===== config.mk =====
export PLATFORM = sky130hd
export DESIGN_NAME = jt49_nch
export DESIGN_NICKNAME = d
export VERILOG_FILES = /design/src/rtl/jt49_nch_pkg.sv /design/src/rtl/jt49_nch_eg.sv /design/src/rtl/jt49_nch.sv
export SDC_FILE = /design/constraint.sdc
export NUM_CORES = 1
export LEC_CHECK = 0
export BUFFER_PORTS_ARGS = -buffer_cell sky130_fd_sc_hd__buf_4
export CAP_MARGIN = 20
export CELL_PAD_IN_SITES_DETAIL_PLACEMENT = 0
export CELL_PAD_IN_SITES_GLOBAL_PLACEMENT = 1
export CORE_MARGIN = 8
export CORE_UTILIZATION = 49
export DETAILED_ROUTE_END_ITERATION = 7
export PLACE_DENSITY_LB_ADDON = 0.12
export SYNTH_ARGS = -nofsm -noshare
export SYNTH_HDL_FRONTEND = slang
export SYNTH_SLANG_ARGS = --single-unit

===== constraint.sdc =====
create_clock -name clk -period 3.4 [get_ports clk]
set_input_delay 0.17 -clock clk [delete_from_list [all_inputs] [get_ports clk]]
set_output_delay 0.17 -clock clk [all_outputs]
set_load 0.02 [all_outputs]

===== src/rtl/jt49_nch_pkg.sv =====
// Shared constants for the jt49_nch sound block: register map, envelope shape bits
// and the log-to-linear volume table.
package jt49_nch_pkg;

  // Per-channel register bases: tone period of channel k at 2k / 2k+1, volume at base+k.
  localparam logic [4:0] ADDR_TONE_BASE = 5'h00;
  localparam logic [4:0] ADDR_VOL_BASE  = 5'h10;

  typedef enum logic [4:0] {
    RegNoisePer = 5'h18,
    RegToneDis  = 5'h19,
    RegNoiseDis = 5'h1A,
    RegEnvLo    = 5'h1B,
    RegEnvHi    = 5'h1C,
    RegEnvShape = 5'h1D
  } jt49_reg_e;

  // Envelope shape bit positions.
  localparam int unsigned ENV_CONT = 3;
  localparam int unsigned ENV_ATT  = 2;
  localparam int unsigned ENV_ALT  = 1;
  localparam int unsigned ENV_HOLD = 0;

  function automatic logic [7:0] log2lin(input logic [4:0] idx);
    logic [7:0] lin;
    case (idx)
      5'd0:    lin = 8'd0;
      5'd1:    lin = 8'd1;
      5'd2:    lin = 8'd1;
      5'd3:    lin = 8'd1;
      5'd4:    lin = 8'd2;
      5'd5:    lin = 8'd2;
      5'd6:    lin = 8'd3;
      5'd7:    lin = 8'd3;
      5'd8:    lin = 8'd4;
      5'd9:    lin = 8'd5;
      5'd10:   lin = 8'd6;
      5'd11:   lin = 8'd7;
      5'd12:   lin = 8'd9;
      5'd13:   lin = 8'd11;
      5'd14:   lin = 8'd13;
      5'd15:   lin = 8'd15;
      5'd16:   lin = 8'd18;
      5'd17:   lin = 8'd22;
      5'd18:   lin = 8'd26;
      5'd19:   lin = 8'd31;
      5'd20:   lin = 8'd37;
      5'd21:   lin = 8'd45;
      5'd22:   lin = 8'd53;
      5'd23:   lin = 8'd63;
      5'd24:   lin = 8'd75;
      5'd25:   lin = 8'd90;
      5'd26:   lin = 8'd107;
      5'd27:   lin = 8'd127;
      5'd28:   lin = 8'd151;
      5'd29:   lin = 8'd180;
      5'd30:   lin = 8'd214;
      default: lin = 8'd255;
    endcase
    return lin;
  endfunction

endpackage


===== src/rtl/jt49_nch_eg.sv =====
// Envelope generator: 16-bit period counter plus the 16-step AY shape sequencer
// (continue / attack / alternate / hold).
module jt49_nch_eg
  import jt49_nch_pkg::*;
(
  input  logic        clk,
  input  logic        rst_n,
  input  logic        cen,
  input  logic        tick,
  input  logic [15:0] per,
  input  logic [3:0]  shape,
  input  logic        restart,
  output logic [3:0]  env
);

  logic [15:0] cnt_q;
  logic [15:0] cnt_inc;
  logic [15:0] per_eff;
  logic [3:0]  step_q;
  logic        hold_q;
  logic        inv_q;
  logic        step_en;

  assign per_eff = (per == 16'd0) ? 16'd1 : per;
  assign cnt_inc = cnt_q + 16'd1;
  assign step_en = cnt_inc >= per_eff;

  always_ff @(posedge clk) begin
    if (!rst_n) begin
      cnt_q  <= '0;
      step_q <= '0;
      hold_q <= 1'b0;
      inv_q  <= 1'b0;
    end else if (cen) begin
      if (restart) begin
        cnt_q  <= '0;
        step_q <= '0;
        hold_q <= 1'b0;
        inv_q  <= 1'b0;
      end else if (tick) begin
        cnt_q <= step_en ? 16'd0 : cnt_inc;
        if (step_en && !hold_q) begin
          if (step_q != 4'hF) begin
            step_q <= step_q + 4'd1;
          end else if (!shape[ENV_CONT]) begin
            // One-shot shapes always settle at level 0.
            hold_q <= 1'b1;
            inv_q  <= shape[ENV_ATT];
          end else if (shape[ENV_HOLD]) begin
            hold_q <= 1'b1;
            if (shape[ENV_ALT]) inv_q <= ~inv_q;
          end else begin
            step_q <= 4'd0;
            if (shape[ENV_ALT]) inv_q <= ~inv_q;
          end
        end
      end
    end
  end

  assign env = (shape[ENV_ATT] ^ inv_q) ? step_q : ~step_q;

endmodule


===== src/rtl/jt49_nch.sv =====
// AY-style tone/noise/envelope sound block with NCH tone channels.
// Optional JT49_NCH_CHOUT_EN: drive ch_out with per-channel linear levels.
module jt49_nch
  import jt49_nch_pkg::*;
#(
  parameter int unsigned NCH = 3,
  parameter int unsigned SW  = 8 + $clog2(NCH + 1)
) (
  input  logic             clk,
  input  logic             rst_n,
  input  logic             cen,
  input  logic [4:0]       addr,
  input  logic             cs_n,
  input  logic             wr_n,
  input  logic [7:0]       din,
  output logic [7:0]       dout,
  output logic [SW-1:0]    sound,
  output logic [8*NCH-1:0] ch_out
);

  logic [11:0]    tper_q [NCH];
  logic [4:0]     vol_q  [NCH];
  logic [4:0]     nper_q;
  logic [NCH-1:0] tdis_q;
  logic [NCH-1:0] ndis_q;
  logic [15:0]    eper_q;
  logic [3:0]     shape_q;
  logic [7:0]     dout_q;
  logic [7:0]     rd_data;
  logic           wr_en;

  assign wr_en = cen && !cs_n && !wr_n;

  always_ff @(posedge clk) begin
    if (!rst_n) begin
      for (int k = 0; k < NCH; k++) begin
        tper_q[k] <= '0;
        vol_q[k]  <= '0;
      end
      nper_q  <= '0;
      tdis_q  <= '0;
      ndis_q  <= '0;
      eper_q  <= '0;
      shape_q <= '0;
    end else if (wr_en) begin
      for (int k = 0; k < NCH; k++) begin
        if (addr == ADDR_TONE_BASE + 5'(2 * k))     tper_q[k][7:0]  <= din;
        if (addr == ADDR_TONE_BASE + 5'(2 * k + 1)) tper_q[k][11:8] <= din[3:0];
        if (addr == ADDR_VOL_BASE + 5'(k))          vol_q[k]        <= din[4:0];
      end
      case (addr)
        RegNoisePer: nper_q        <= din[4:0];
        RegToneDis:  tdis_q        <= din[NCH-1:0];
        RegNoiseDis: ndis_q        <= din[NCH-1:0];
        RegEnvLo:    eper_q[7:0]   <= din;
        RegEnvHi:    eper_q[15:8]  <= din;
        RegEnvShape: shape_q       <= din[3:0];
        default: ;
      endcase
    end
  end

  // Absent channels and reserved addresses fall through to 0x00.
  always_comb begin
    rd_data = 8'h00;
    for (int k = 0; k < NCH; k++) begin
      if (addr == ADDR_TONE_BASE + 5'(2 * k))     rd_data = tper_q[k][7:0];
      if (addr == ADDR_TONE_BASE + 5'(2 * k + 1)) rd_data = {4'h0, tper_q[k][11:8]};
      if (addr == ADDR_VOL_BASE + 5'(k))          rd_data = {3'h0, vol_q[k]};
    end
    case (addr)
      RegNoisePer: rd_data = {3'h0, nper_q};
      RegToneDis:  rd_data = 8'(tdis_q);
      RegNoiseDis: rd_data = 8'(ndis_q);
      RegEnvLo:    rd_data = eper_q[7:0];
      RegEnvHi:    rd_data = eper_q[15:8];
      RegEnvShape: rd_data = {4'h0, shape_q};
      default: ;
    endcase
  end

  always_ff @(posedge clk) begin
    if (!rst_n)            dout_q <= 8'h00;
    else if (cen && !cs_n) dout_q <= rd_data;
  end

  assign dout = dout_q;

  logic [3:0] pre_q;
  logic       tick_tone;
  logic       tick_env;

  always_ff @(posedge clk) begin
    if (!rst_n)   pre_q <= '0;
    else if (cen) pre_q <= pre_q + 4'd1;
  end

  assign tick_tone = cen && (pre_q[2:0] == 3'd7);
  assign tick_env  = cen && (pre_q == 4'hF);

  logic [NCH-1:0] tone;

  for (genvar k = 0; k < NCH; k++) begin : g_tone
    logic [11:0] cnt_q;
    logic [11:0] cnt_inc;
    logic [11:0] per_eff;
    logic        tone_q;
    logic        tog;

    assign per_eff = (tper_q[k] == 12'd0) ? 12'd1 : tper_q[k];
    assign cnt_inc = cnt_q + 12'd1;
    // >= lets a period shrunk below the running count toggle on the next tick.
    assign tog     = cnt_inc >= per_eff;

    always_ff @(posedge clk) begin
      if (!rst_n) begin
        cnt_q  <= '0;
        tone_q <= 1'b0;
      end else if (tick_tone) begin
        cnt_q <= tog ? 12'd0 : cnt_inc;
        if (tog) tone_q <= ~tone_q;
      end
    end

    assign tone[k] = tone_q;
  end

  logic [4:0]  ncnt_q;
  logic [4:0]  ncnt_inc;
  logic [4:0]  nper_eff;
  logic        nclk_q;
  logic        ntog;
  logic [16:0] lfsr_q;
  logic        noise;

  assign nper_eff = (nper_q == 5'd0) ? 5'd1 : nper_q;
  assign ncnt_inc = ncnt_q + 5'd1;
  assign ntog     = ncnt_inc >= nper_eff;

  always_ff @(posedge clk) begin
    if (!rst_n) begin
      ncnt_q <= '0;
      nclk_q <= 1'b0;
      lfsr_q <= 17'd1;
    end else if (tick_tone) begin
      ncnt_q <= ntog ? 5'd0 : ncnt_inc;
      if (ntog) begin
        nclk_q <= ~nclk_q;
        if (!nclk_q) lfsr_q <= {lfsr_q[0] ^ lfsr_q[3], lfsr_q[16:1]};
      end
    end
  end

  assign noise = lfsr_q[0];

  logic [3:0] env;

  jt49_nch_eg u_eg (
    .clk     (clk),
    .rst_n   (rst_n),
    .cen     (cen),
    .tick    (tick_env),
    .per     (eper_q),
    .shape   (shape_q),
    .restart (wr_en && (addr == RegEnvShape)),
    .env     (env)
  );

  // Three-stage pipeline: mix/level select, log-to-linear, sum.
  logic [NCH-1:0] mix_q;
  logic [4:0]     idx_q [NCH];
  logic [7:0]     lin_q [NCH];
  logic [SW-1:0]  sound_q;
  logic [SW-1:0]  sum_d;

  always_comb begin
    sum_d = '0;
    for (int k = 0; k < NCH; k++) sum_d = sum_d + SW'(lin_q[k]);
  end

  always_ff @(posedge clk) begin
    if (!rst_n) begin
      mix_q   <= '0;
      sound_q <= '0;
      for (int k = 0; k < NCH; k++) begin
        idx_q[k] <= '0;
        lin_q[k] <= '0;
      end
    end else if (cen) begin
      for (int k = 0; k < NCH; k++) begin
        mix_q[k] <= (tone[k] | tdis_q[k]) & (noise | ndis_q[k]);
        idx_q[k] <= vol_q[k][4] ? {env, env[3]} : {vol_q[k][3:0], vol_q[k][3]};
        lin_q[k] <= mix_q[k] ? log2lin(idx_q[k]) : 8'd0;
      end
      sound_q <= sum_d;
    end
  end

  assign sound = sound_q;

`ifdef JT49_NCH_CHOUT_EN
  logic [8*NCH-1:0] chout_q;

  always_ff @(posedge clk) begin
    if (!rst_n) begin
      chout_q <= '0;
    end else if (cen) begin
      for (int k = 0; k < NCH; k++) chout_q[8*k +: 8] <= lin_q[k];
    end
  end

  assign ch_out = chout_q;
`else
  assign ch_out = '0;
`endif

endmodule


==> results.tsv, run 1 <==
stage	metric	value	unit
timing	Slew @ Worst Pin	743.5	ps
logic_synthesis	Synth area leaders	dfxtp_1, edfxtp_1, ha_1, nand2_1, mux2i_1	
logic_synthesis	Netlist Area Pre-Place	12960	um2
pwr	power per cell area	450.7	nW/um2
logic_synthesis	number of synthesized flops with an enable pin	87	
setup_path	Worst path slowest cell	o41a_4	
placed_design	I/O Buffers	35	
pwr	sequential share of power	45.7	%
timing	RSZ-0062 raised after global routing	false	
logic_synthesis	Yosys reg bits	227	
logic_synthesis	top-count cell post-synth	dfxtp_1	
logic_synthesis	distinct cell type count after synthesis	83	
grt	Congestion Overflow GR	0	
finish	share of layout cells above drive strength 1	9.510	%
clock_tree	H-tree levels	1	
timing	final setup vio count	0	
setup_path	Crit. End Element	flop	
grt	gr usage total	20.32	%
die	Rows	59	
logic_synthesis	ys flop type	dfxtp_1	
placed_design	RePlAce Congestion	0.8408	
die	core footprint	25980	um2
grt	first-pass GRT wire length	52230	um
status	status	completed	
logic_synthesis	yosys warns	0	
clock_tree	Clk Latency, worst-skew pair	540	ps
clock_tree	total CTS buffers	26	
pwr	Pwr Total	6.529	mW
routing	DRC	0	
finish	antenna cells	0	
routing	Pre-antenna DRT Iters	5	
finish	P&R area growth vs syn	11.74	%
pwr	Clock Power Share	46.9	%
routing	Final ANT Viol Nets	0	
logic_synthesis	Mapped Cells	1366	
pwr	VDD IR max	0.6708	mV
logic_synthesis	top cells by count, synth	dfxtp_1, nand2_1, edfxtp_1	
grt	initial antenna violation count	0	
die	Starting Density	49.89	%
timing	Final Cycle Share	93.57	%
setup_path	CP max FO	9	
routing	Final Routed Wirelength	32160	um
finish	Nets	1497	
logic_synthesis	sequential area share after synthesis	41.77	%
setup_path	Setup CP Type	reg -> reg	
pwr	P_leak	5.717	nW
routing	DR vias	10010	
clock_tree	clk sinks	227	
clock_tree	root buffer cell	clkbuf_16	
logic_synthesis	Yosys top cell by area	dfxtp_1	
setup_path	CP required	3870	ps
pwr	Net Sw Power	1.539	mW
routing	Vias per Instance	5.741	
routing	met2 wire len	14570	um
timing	final hold violations	0	
logic_synthesis	mean area per synthesized cell	9.490	um2
timing	Pins Over Slew Limit	0	
timing	clock period minus worst slack	3181	ps
routing	M1 wire length	15380	um
setup_path	Critical Path, Cell by Cell	and3_1, and3_1, nand3_1, nor3_1, xor2_1, ha_1, and4_4, o2111ai_4, o41a_4, or3b_1, a21oi_1	
logic_synthesis	post-synth top area share	21.62	%
placed_design	hpwl dp	23530	um
routing	Routed WL per cell	18.44	um
pwr	Int Power	4.990	mW
clock_tree	CTS Buffer Depth	3	
logic_synthesis	fraction of registers with async set/reset	0	%
timing	Fmax achieved	0.3143	GHz
routing	routed wl met3	1696	um
setup_path	most frequent CP cell	and3_1	
clock_tree	CTS tree	done	
grt	pin count of the biggest net entering global routing	102	
die	Die X	178.7	um
timing	Fin Setup TNS	0	ps
routing	Max Used Layer	met4	
job	Max Cap Viol	0	
setup_path	worst path arrival time	3650	ps
routing	DRT iter0 DRCs	694	
die	die height	178.7	um
setup_path	startpoint types	flop	
worst_hold_path	worst hold path type	in -> reg	
timing	max_slew headroom	50.38	%
pwr	switching part of the total	23.57	%
setup_path	Critical Path Max Stage Delay	510	ps
pwr	logic gate share of total power	7.4	%
grt	vias in the first global route	9565	
die	die area	31920	um2
die	I/O pin count	60	
clock_tree	Clk pin slew, worst setup/hold paths	60	ps
timing	Worst Skew	17.48	ps
cell type report:
class                           instances  area [um2]
Inverter                               83       311.5
Sequential cell                       227        5416
Timing Repair Buffer                   64       513.0
Clock inverter                          8       153.9
Fill cell                            2385       11500
Clock buffer                           40       794.5
Multi-Input combinational cell        987        6877
Tap cell                              335       419.2
logic make-up after synthesis:
kind of cell | after synthesis | synth area share, %
AND/OR/NAND/NOR | 445 | 17.43
AO/OA/AOI/OAI | 321 | 17.46
flip-flops | 227 | 41.77
buffers and inverters | 175 | 6.148
adder cells (fa/ha/maj) | 90 | 9.208
XOR/XNOR | 56 | 3.783
multiplexers | 51 | 4.169
other | 1 | 0.02893
repair_timing:
item,4_1_cts,5_1_grt
hold buffers,8,0
endpoints found under the hold margin,30,0
buffers inserted,0,1
gates resized for setup,0,6
setup endpoints to repair,0,25
per-stage QoR:
step	hold slack (ps)	cell area [um2]	utilization [%]	setup slack (ps)	std cells
2_1_floorplan	326.1	13050	-	485.5	1389
3_3_place_gp	442.6	13420	51.65	121.9	1687
3_5_place_dp	443.9	13420	51.65	60.80	1687
4_1_cts	5.629	14450	55.60	37.53	1743
5_1_grt	28.28	14490	55.74	6.956	1744
6_report	34.93	14490	55.74	218.7	1744
worst max-delay path: cells and delay by family (launching register included):
family	cells	cell delay [ps]
xor+xnor	1	130
fa+ha+maj	1	340
flops	1	380
compound gates	3	790
simple gates	6	1490
cell usage in the layout, fill, tap and decap left out, drive strengths merged, types with 10 or more instances in the layout:
master  count
a21oi      63
xnor2      33
a211oi     26
o21a       14
nor3       19
nand2     123
edfxtp     87
o21ai      58
a21o       13
and3       19
nand3      77
a22o       21
and2       25
xor2       23
nor3b      11
dfxtp     140
mux2i      45
ha         81
conb       24
nor4       15
nor2b      29
inv        83
a31oi      14
nor2       73
nand2b     21
clkbuf     40
buf        56
a21boi     36
o211ai     10
path summary, 6_finish.rpt:
path / depth (start not counted) / endpoint / from / slack (ps)
hold / removal: 2 / sound[2]$_SDFFE_PN0P_ / rst_n / 30
setup / recovery: 11 / u_eg.inv_q$_SDFFE_PN0P_ / u_eg.cnt_q[3]$_SDFFE_PN0P_ / 220
hold reg to reg: 2 / sound[7]$_SDFFE_PN0P_ / sound[7]$_SDFFE_PN0P_ / 460
setup reg to reg: 11 / u_eg.inv_q$_SDFFE_PN0P_ / u_eg.cnt_q[3]$_SDFFE_PN0P_ / 220
layer usage:
layer / up-vias / track usage, %
met3: 32 / 2.991
li1: 4942 / -
met4: 0 / 3.651
met1: 4786 / 29.27
met5: - / 0
met2: 253 / 32.15
flip-flops by register name, indices dropped and copies added, names as in the netlist:
| register | flops |
|---|---|
| lfsr_q | 17 |
| shape_q | 4 |
| u_eg.step_q | 4 |
| vol_q | 15 |
| tper_q | 36 |
| g_tone.cnt_q | 36 |
| u_eg.hold_q | 1 |
| idx_q | 12 |
| g_tone.tone_q | 3 |
| u_eg.cnt_q | 16 |
| ndis_q | 3 |
| pre_q | 4 |
| u_eg.inv_q | 1 |
| dout | 8 |
| nclk_q | 1 |
| sound | 10 |
| tdis_q | 3 |
| eper_q | 16 |
| ncnt_q | 5 |
| nper_q | 5 |
| mix_q | 3 |
| lin_q | 24 |
power groups by stage:
stage / Sequential, mW / Combinational [mW] / Clock, mW
3_3_place_gp: 3.04 / 0.471 / 0
4_1_cts: 2.98 / 0.485 / 3.13
5_1_grt: 2.99 / 0.539 / 3.23
6_report: 2.98 / 0.485 / 3.06
3_5_place_dp: 3.04 / 0.476 / 0
2_1_floorplan: 3.02 / 0.352 / 0
Power figures use the tool's default switching activity.
==> run 2: changes to the inputs <==
--- a/config.mk
+++ b/config.mk
@@ -13,6 +13,7 @@
 export CORE_UTILIZATION = 49
 export DETAILED_ROUTE_END_ITERATION = 7
 export PLACE_DENSITY_LB_ADDON = 0.12
+export REMOVE_ABC_BUFFERS = 1
 export SYNTH_ARGS = -nofsm -noshare
 export SYNTH_HDL_FRONTEND = slang
 export SYNTH_SLANG_ARGS = --single-unit
==> run 2 against run 1 <==
Non-clock buffer count is 4 lower. Routed wire length is 2.3% lower. Clock power is 3% lower. Count of clock-buffer cells in the layout is 2 lower. Combinational power is 2% lower. Clock skew is 2.1 ps lower. Worst setup slack better by 44 ps. Worst hold slack better by 17 ps. Global-route usage is 0.69 points lower. Sequential share of layout area is 0.18 points higher. Critical path type unchanged. Critical endpoint is now u_eg.cnt_q[9]$_SDFFE_PN0P_.
==> results.tsv, run 2 (synthesis results as in run 1) <==
stage	metric	value	unit	change
clock_tree	root buffer cell	clkbuf_16		
routing	Routed WL per cell	18.06	um	-2.0%
setup_path	Buf+Inv Stages, Crit Path	1		+1
setup_path	CP max FO	7		-2
die	core footprint	25980	um2	unchanged
pwr	P_leak	5.674	nW	-0.75%
die	I/O pin count	60		unchanged
finish	Nets	1493		-0.27%
finish	Largest regs	g_tone.cnt_q x36, tper_q x36, lin_q x24		
timing	Fin Setup TNS	0	ps	unchanged
placed_design	Post-Place Setup Slack	206.7	ps	+145.9 ps
die	die height	178.7	um	unchanged
job	Max Cap Viol	0		unchanged
clock_tree	H-tree levels	1		unchanged
setup_path	Critical Path Max Stage Delay	390	ps	-120 ps
routing	Final ANT Viol Nets	0		unchanged
timing	final setup vio count	0		unchanged
finish	final cell count without fillers	1740		-0.23%
setup_path	most frequent CP cell	and3_1		
worst_hold_path	worst hold path type	in -> reg		
pwr	VDD IR max	0.3980	mV	-41%
timing	max_slew headroom	44.00	%	-6.4 points
finish	most common cell after layout, fill and taps aside	dfxtp_1		
finish	P&R area growth vs syn	11.21	%	
setup_path	Worst path slowest cell	dfxtp_1		
die	Die X	178.7	um	unchanged
timing	Worst Skew	15.38	ps	-2.098 ps
finish	most frequent cells in the layout	dfxtp_1, nand2_1, edfxtp_1, inv_1, ha_1		
die	die area	31920	um2	unchanged
clock_tree	Clk Latency, worst-skew pair	540	ps	about the same
routing	DRC	0		unchanged
finish	Finished Core Util	55.48	%	-0.26 points
routing	DRT iter0 DRCs	749		+7.9%
status	status	completed		
clock_tree	Clk pin slew, worst setup/hold paths	60	ps	about the same
grt	vias in the first global route	9392		-1.8%
placed_design	I/O Buffers	35		unchanged
placed_design	hpwl dp	23010	um	-2.2%
grt	gr usage total	19.63	%	-0.69 points
grt	first-pass GRT wire length	50750	um	-2.8%
setup_path	Crit. End Element	flop		
setup_path	startpoint types	flop		
pwr	Pwr Total	6.422	mW	-1.6%
grt	pin count of the biggest net entering global routing	43		-58%
clock_tree	total CTS buffers	26		unchanged
setup_path	CP required	3890	ps	+20 ps
grt	initial antenna violation count	0		unchanged
placed_design	RePlAce Congestion	0.8508		+1.2%
clock_tree	CTS tree	done		
timing	RSZ-0062 raised after global routing	true		
setup_path	Critical Path, Cell by Cell	and3_1, and3_2, nand3_2, or2_2, nand2_1, ha_1, and3_1, a221o_1, a21oi_1, o211ai_1, buf_4, nor4bb_1, o21a_1		
die	Starting Density	49.89	%	unchanged
routing	Vias per Instance	5.724		-0.31%
placed_design	placed cells	1684		-0.18%
grt	Congestion Overflow GR	0		unchanged
finish	antenna cells	0		unchanged
timing	Final WS setup	262.7	ps	+44.05 ps
timing	Fmax achieved	0.3187	GHz	+1.4%
clock_tree	clk sinks	227		unchanged
setup_path	Setup CP Type	reg -> reg		
timing	final hold violations	0		unchanged
setup_path	Crit path max-delay family	simple AND/OR/NAND/NOR gates		
timing	clock period minus worst slack	3137	ps	-44.05 ps
routing	Pre-antenna DRT Iters	5		unchanged
pwr	power per cell area	445.5	nW/um2	-1.2%
timing	Final Cycle Share	92.27	%	-1.3 points
routing	Final Routed Wirelength	31430	um	-2.3%
setup_path	worst path arrival time	3630	ps	-20 ps
timing	Slew @ Worst Pin	838.3	ps	+94.85 ps
routing	DR vias	9959		-0.54%
finish	share of layout cells above drive strength 1	9.466	%	-0.044 points
clock_tree	CTS Buffer Depth	3		unchanged
timing	Pins Over Slew Limit	0		unchanged
die	Rows	59		unchanged
==> run 2: per-stage QoR <==
stage / instance area [um2] / hold WS (ps)
after CTS: 14390 / 40.48
after detailed placement: 13390 / 446.7
after floorplan: 12560 / 287.5
after global routing: 14420 / 54.94
final: 14420 / 51.89
after global placement: 13390 / 445.0
==> run 2: routing by layer <==
metal / vias up / share of wire (%) / track usage (%) / routed length [um]
li1: 4931 / - / - / -
met1: 4749 / 48 / 28.54 / 15150
met2: 246 / 44 / 30.45 / 13910
met3: 33 / 6.0 / 3.117 / 1883
met4: 0 / 1.6 / 3.789 / 493
met5: - / 0 / 0 / 0
==> run 2: worst register-to-register path, stage by stage (launching register included) <==
cell and delay, ps:
dfxtp_1 390, and3_1 210, and3_2 250, nand3_2 120, or2_2 320, nand2_1 90
ha_1 230, and3_1 210, a221o_1 320, a21oi_1 180, o211ai_1 180, buf_4 210
nor4bb_1 260, o21a_1 130
==> run 2: what timing repair did <==
item,4_1_cts,5_1_grt
endpoints found under the setup margin,0,17
resized for setup,0,8
setup buffers,0,0
endpoints found under the hold margin,26,0
hold buffers,8,0
==> run 2: power breakdown <==
group	switching, mW	internal, mW	leakage [nW]	total, mW
sequential	0.0819	2.90	2.01	2.98
combinational	0.299	0.177	3.20	0.476
clock	1.15	1.81	0.459	2.96
==> run 2: worst paths after layout <==
path	startpoint	to	slack [ps]	depth (start not counted)
setup reg to reg	u_eg.cnt_q[3]$_SDFFE_PN0P_	u_eg.cnt_q[9]$_SDFFE_PN0P_	260	13
setup / recovery	u_eg.cnt_q[3]$_SDFFE_PN0P_	u_eg.cnt_q[9]$_SDFFE_PN0P_	260	13
hold reg to reg	lfsr_q[1]$_SDFFE_PN0P_	lfsr_q[1]$_SDFFE_PN0P_	460	2
hold / removal	rst_n	lfsr_q[16]$_SDFFE_PN0P_	50	3
==> run 2: layout make-up <==
class | instances | area (um2)
clock buffer | 38 | 810.8
clock inverter | 10 | 115.1
fill | 2344 | 11570
inverter | 83 | 311.5
multi-input combinational | 987 | 6873
sequential | 227 | 5416
tap | 335 | 419.2
timing repair buffer | 60 | 470.5
